**src/rtl/agc_iq_pacer.sv**
```systemverilog
// agc_iq_pacer: FIFO-buffered multi-channel I/Q frame source, one channel per paced tick,
// with AGC config shadowed to frame starts. Define AGC_PACER_STATS_EN for statistics outputs.
module agc_iq_pacer #(
  parameter int W_IN        = 16,
  parameter int FILTERWIDTH = 13,
  parameter int RWIDTH      = 8,
  parameter int N_CH        = 2,
  parameter int FIFO_DEPTH  = 16,
  parameter int PERIOD_W    = 8,
  localparam int CHW        = (N_CH > 1) ? $clog2(N_CH) : 1,
  localparam int LW         = $clog2(FIFO_DEPTH) + 1
) (
  input  logic                   clk,
  input  logic                   rst_n,
  input  logic [N_CH*W_IN-1:0]   s_chans_dataI,
  input  logic [N_CH*W_IN-1:0]   s_chans_dataQ,
  input  logic                   s_chans_valid,
  output logic                   s_chans_ready,
  input  logic [PERIOD_W-1:0]    period,
  input  logic [FILTERWIDTH-1:0] cfg_filter,
  input  logic [FILTERWIDTH-1:0] cfg_error,
  input  logic [RWIDTH-1:0]      cfg_r,
  input  logic                   cfg_update,
  output logic [W_IN-1:0]        m_dataI,
  output logic [W_IN-1:0]        m_dataQ,
  output logic [CHW-1:0]         m_chan,
  output logic                   m_valid,
  output logic [FILTERWIDTH-1:0] Filter_Coefficient,
  output logic [FILTERWIDTH-1:0] Error_Coefficient,
  output logic [RWIDTH-1:0]      R_level,
  output logic [LW-1:0]          fifo_level,
`ifdef AGC_PACER_STATS_EN
  output logic [31:0]            stat_frames,
  output logic [15:0]            stat_underruns,
`endif
  output logic                   underrun
);
  localparam int AW = $clog2(FIFO_DEPTH);
  localparam int FW = N_CH * W_IN;

  typedef enum logic {IDLE, RUN} state_t;
  state_t state;

  logic [PERIOD_W-1:0] tcnt;
  logic [PERIOD_W-1:0] last_idx;
  logic                tick;

  // period 0 behaves like period 1; a counter beyond a shrunken period restarts at 0
  always_comb begin
    last_idx = (period == '0) ? '0 : period - PERIOD_W'(1);
    tick     = (tcnt == last_idx);
  end

  always_ff @(posedge clk or negedge rst_n) begin
    if (!rst_n)                tcnt <= '0;
    else if (tcnt >= last_idx) tcnt <= '0;
    else                       tcnt <= tcnt + PERIOD_W'(1);
  end

  logic [FW-1:0] mem_i [FIFO_DEPTH];
  logic [FW-1:0] mem_q [FIFO_DEPTH];
  logic [AW-1:0] wr_ptr;
  logic [AW-1:0] rd_ptr;
  logic          full;
  logic          empty;
  logic          push;
  logic          pop;
  logic          under_evt;

  always_comb begin
    full          = (fifo_level == LW'(FIFO_DEPTH));
    empty         = (fifo_level == '0);
    s_chans_ready = !full;
    push          = s_chans_valid && !full;
    pop           = tick && (state == IDLE) && !empty;
    under_evt     = 1'b0;
    under_evt     = tick && (state == IDLE) && empty;
  end

  always_ff @(posedge clk) begin
    if (push) begin
      mem_i[wr_ptr] <= s_chans_dataI;
      mem_q[wr_ptr] <= s_chans_dataQ;
    end
  end

  always_ff @(posedge clk or negedge rst_n) begin
    if (!rst_n) begin
      wr_ptr     <= '0;
      rd_ptr     <= '0;
      fifo_level <= '0;
    end else begin
      if (push) wr_ptr <= wr_ptr + AW'(1);
      if (pop)  rd_ptr <= rd_ptr + AW'(1);
      fifo_level <= fifo_level + LW'(push) - LW'(pop);
    end
  end

  logic [FW-1:0]          cur_i;
  logic [FW-1:0]          cur_q;
  logic [CHW-1:0]         ch;
  logic                   emitted;
  logic                   pend;
  logic [FILTERWIDTH-1:0] pend_filter;
  logic [FILTERWIDTH-1:0] pend_error;
  logic [RWIDTH-1:0]      pend_r;

  always_ff @(posedge clk or negedge rst_n) begin
    if (!rst_n) begin
      state              <= IDLE;
      cur_i              <= '0;
      cur_q              <= '0;
      ch                 <= '0;
      emitted            <= 1'b0;
      pend               <= 1'b0;
      pend_filter        <= '0;
      pend_error         <= '0;
      pend_r             <= '0;
      m_dataI            <= '0;
      m_dataQ            <= '0;
      m_chan             <= '0;
      m_valid            <= 1'b0;
      Filter_Coefficient <= '0;
      Error_Coefficient  <= '0;
      R_level            <= '0;
      underrun           <= 1'b0;
    end else begin
      m_valid <= 1'b0;
      // an update landing on a frame start stays pending for the following frame
      if (cfg_update) begin
        pend        <= 1'b1;
        pend_filter <= cfg_filter;
        pend_error  <= cfg_error;
        pend_r      <= cfg_r;
      end else if (pop) begin
        pend <= 1'b0;
      end
      case (state)
        IDLE: begin
          if (pop) begin
            cur_i   <= mem_i[rd_ptr];
            cur_q   <= mem_q[rd_ptr];
            m_dataI <= mem_i[rd_ptr][W_IN-1:0];
            m_dataQ <= mem_q[rd_ptr][W_IN-1:0];
            m_chan  <= '0;
            m_valid <= 1'b1;
            emitted <= 1'b1;
            ch      <= CHW'(1);
            if (pend) begin
              Filter_Coefficient <= pend_filter;
              Error_Coefficient  <= pend_error;
              R_level            <= pend_r;
            end
            if (N_CH > 1) state <= RUN;
          end else if (under_evt && emitted) begin
            underrun <= 1'b1;
          end
        end
        RUN: begin
          if (tick) begin
            m_dataI <= cur_i[ch*W_IN +: W_IN];
            m_dataQ <= cur_q[ch*W_IN +: W_IN];
            m_chan  <= ch;
            m_valid <= 1'b1;
            if (ch == CHW'(N_CH - 1)) state <= IDLE;
            else                      ch    <= ch + CHW'(1);
          end
        end
        default: state <= IDLE;
      endcase
    end
  end

`ifdef AGC_PACER_STATS_EN
  always_ff @(posedge clk or negedge rst_n) begin
    if (!rst_n) begin
      stat_frames    <= '0;
      stat_underruns <= '0;
    end else begin
      if (pop) stat_frames <= stat_frames + 32'd1;
      if (under_evt && emitted && (stat_underruns != 16'hFFFF))
        stat_underruns <= stat_underruns + 16'd1;
    end
  end
`endif

endmodule

```
**config.mk**
```make
export PLATFORM = sky130hd
export DESIGN_NAME = agc_iq_pacer
export DESIGN_NICKNAME = d
export VERILOG_FILES = /design/src/rtl/agc_iq_pacer.sv
export SDC_FILE = /design/constraint.sdc
export NUM_CORES = 1
export LEC_CHECK = 0
export CORE_AREA = 2 2 317 319
export CTS_CLUSTER_DIAMETER = 200
export DETAILED_ROUTE_END_ITERATION = 10
export DIE_AREA = 0 0 319 321
export GPL_TIMING_DRIVEN = 0
export PLACE_DENSITY = 0.71
export REMOVE_ABC_BUFFERS = 1
export SYNTH_ARGS = -nofsm -noshare
export SYNTH_HDL_FRONTEND = slang
export SYNTH_SLANG_ARGS = --single-unit
```
**constraint.sdc**
```tcl
create_clock -name clk -period 7.8 [get_ports clk]
set_clock_uncertainty 0.1 [all_clocks]
set_input_delay 2.34 -clock clk [delete_from_list [all_inputs] [get_ports clk]]
set_output_delay 2.34 -clock clk [all_outputs]
set_load 0.01 [all_outputs]
```
==> flow_summary.ini <==
[run_status]
outcome = complete, no violations

[sta]
timing.hold.ws_ns = 0.381
rsz0062_at_grt = false
post-route-min-period_ns = 6.17
worst_pin_slew_ns = 1.38
setup_tns_ns = 0
setup_viol = 0
fin_ws_ns = 1.63
max_freq_ghz = 0.162
period_share = 0.791
relSlewSlack = 0.0828
final_max_slew_viol_count = 0
hold_viol = 0

[setup_path]
reg2reg_slack_ns = 4.18
r2r_end = m_dataI[2]$_DFFE_PN0P_
crit_arrival_ns = 6.67
worst_setup_path_start_kind = primary input
crit_buf_inv = 4
critical_path.top_delay_family = simple AND/OR/NAND/NOR gates
critPathKind = in -> reg
path_common_cell = ha_1
worstPathRequired_ns = 8.30
r2r-start = rd_ptr[3]$_DFFE_PN0P_
critPathMaxStageDelay_ns = 0.77
cp_max_fo = 39
end_kind = flop
cp-startpoint = period[0]
crit_path_cell_trace = clkdlybuf4s50_1 > inv_1 > ha_1 > or3b_2 > nor2_1 > nand2_1 > o21ai_0 > ha_1 > nand4_1 > or4_4 > inv_1 > ha_1 > inv_1 > ha_1 > fa_1 > a21oi_1 > nor2_1 > nor2_1 > xnor2_1
rr_worst_depth = 7
critPathSlowestCell = or4_4

[clock_network]
cts_buffer_depth = 3
post_cts_resized = 0
numClockSinks = 1216
numCtsBuffers = 119
post-cts-setup-buffers = 0
cts_root_buf = clkbuf_16
path_clk_slew_ns = 0.06
clock_latency_ns = 0.69
cts_max_level = 3
hold_buffers = 0
cts_tree = done

[floorplan]
ios = 185
die_area_mm2 = 0.102
die_x_um = 319
dieHeight_um = 321
row_count = 116
core-area_mm2 = 0.0993
start_util = 0.496

[layout]
final_net_count = 2926
drive_gt1_frac = 0.258
instances_no_fill = 4201
fillers = 7103
syn_to_final_growth_pct = 17.4

[routing]
dr.pass1.iters = 5
drt-wirelength-per-cell_um = 26.9
drtAntennaViolNets = 0
viasPerCell = 6.02
routed_wl_um = 113000
dr_total_vias = 25300
drcViolationCount = 0
drtIter0Drc = 2264

[placement]
place_congestion = 0.754
dpl.hpwl_um = 67500
io_buffers = 184
dpl_worst_slack_ns = 0.936
placed_cells = 3971

[grt]
track_usage = 0.223
grt_pass1_wl_um = 170000
grt_max_degree = 71
antenna_found_initial = 13
overflow = 0
grt_pass1_vias = 26600

[logic_synthesis]
yosys_register_bits = 1216
synth.top_cell.area_share = 0.624
synth_ff_type = edfxtp_1
async_reset_ff_frac = 0.158
yosysMostFrequentCell = edfxtp_1
synth_edf_count = 1024
synthCells = 2529
ys_types = 53
ys_seq_area_frac = 0.722
synth_common_cells = edfxtp_1, mux4_2, mux2i_1, dfrtp_1, mux2_2
syn_area_per_cell_um2 = 19.5
ys_warn_count = 0
netlist_area_mm2 = 0.0493
synth_area_leader_cell = edfxtp_1
synth.top_cells.by_area = edfxtp_1, mux4_2, dfrtp_1

[power]
pwr_density_cell_mw_per_mm2 = 304
peakVddDrop_mv = 0.193
leakagePower_nw = 18.8

[min_path]
min_to = emitted$_DFFE_PN0P_
hold_depth = 1
min_from = emitted$_DFFE_PN0P_
min_path_type = reg -> reg

[run]
max-cap-violations = 0
## layout by cell type (no fill, tap or decap), drive strengths merged, types with 66 or more instances in the layout
master and count:
mux2i 226, mux2 164, clkdlybuf4s50 182, o21ai 66, nand2 139, clkbuf 178
edfxtp 1024, mux4 256, buf 118, dfrtp 192
## metal layers
metal	track usage	wire, um	part of all wire	vias up
li1	-	-	-	10800
met1	0.301	46100	0.41	13200
met2	0.371	56100	0.50	988
met3	0.0417	8100	0.072	203
met4	0.0673	2820	0.025	16
met5	0	113	0.0010	-
## state kept, by name, summed over array words and instances (netlist names), 4 cells and up
signal              flops
pend_error             13
m_dataQ                16
Filter_Coefficient     13
tcnt                    8
fifo_level              5
mem_i                 512
cur_q                  32
Error_Coefficient      13
cur_i                  32
pend_filter            13
R_level                 8
m_dataI                16
wr_ptr                  4
mem_q                 512
rd_ptr                  4
pend_r                  8
## through the flow
stage	total power, mW	utilization	instance area [um^2]
after floorplan	11.0	-	48500
after detailed placement	12.1	0.543	53900
after global placement	11.9	0.524	52000
final	17.6	0.582	57800
after global routing	18.3	0.582	57800
after CTS	17.7	0.582	57800
## worst max-delay path by stage
stage	slack, ns	endpoint	depth (start not counted)
2_1_floorplan	-7.49	cur_i[0]$_DFFE_PN0P_	4
3_3_place_gp	-19.55	m_dataI[2]$_DFFE_PN0P_	4
3_5_place_dp	0.94	fifo_level[4]$_DFF_PN0_	18
4_1_cts	1.63	fifo_level[4]$_DFF_PN0_	19
5_1_grt	1.26	fifo_level[4]$_DFF_PN0_	19
6_report	1.63	fifo_level[4]$_DFF_PN0_	19
## report_power, final
part           switching [mW]  internal, mW  total (mW)
Sequential              0.441          7.81        8.25
Clock                    2.33          3.29        5.63
Combinational            1.84          1.88        3.72
Total                    4.62          13.0        17.6
## logic make-up (layout without fill, tap and decap cells)
logic type | Yosys count | in the layout | share of synthesized area
AOI/OAI and AO/OA | 211 | 211 | 0.0296
xor gates and xnor gates | 18 | 18 | 0.00320
adders and majority gates | 22 | 22 | 0.00574
buffers and inverters | 178 | 546 | 0.0171
DFF | 1216 | 1216 | 0.722
muxes | 646 | 646 | 0.200
other | 0 | 6 | 0
and+or+nand+nor | 238 | 238 | 0.0224
## final cells by class
type	count	area, um^2	area share
diodes	6	15.0	0.000260
clock buffers	178	3470	0.0601
clock inverters	46	424	0.00734
inverters	22	82.6	0.00143
multi-input cells	1135	13000	0.225
flip-flops and latches	1216	35600	0.615
well taps	1298	1620	0.0281
repair buffers	300	3630	0.0629
(Power assumes the default switching activity.)
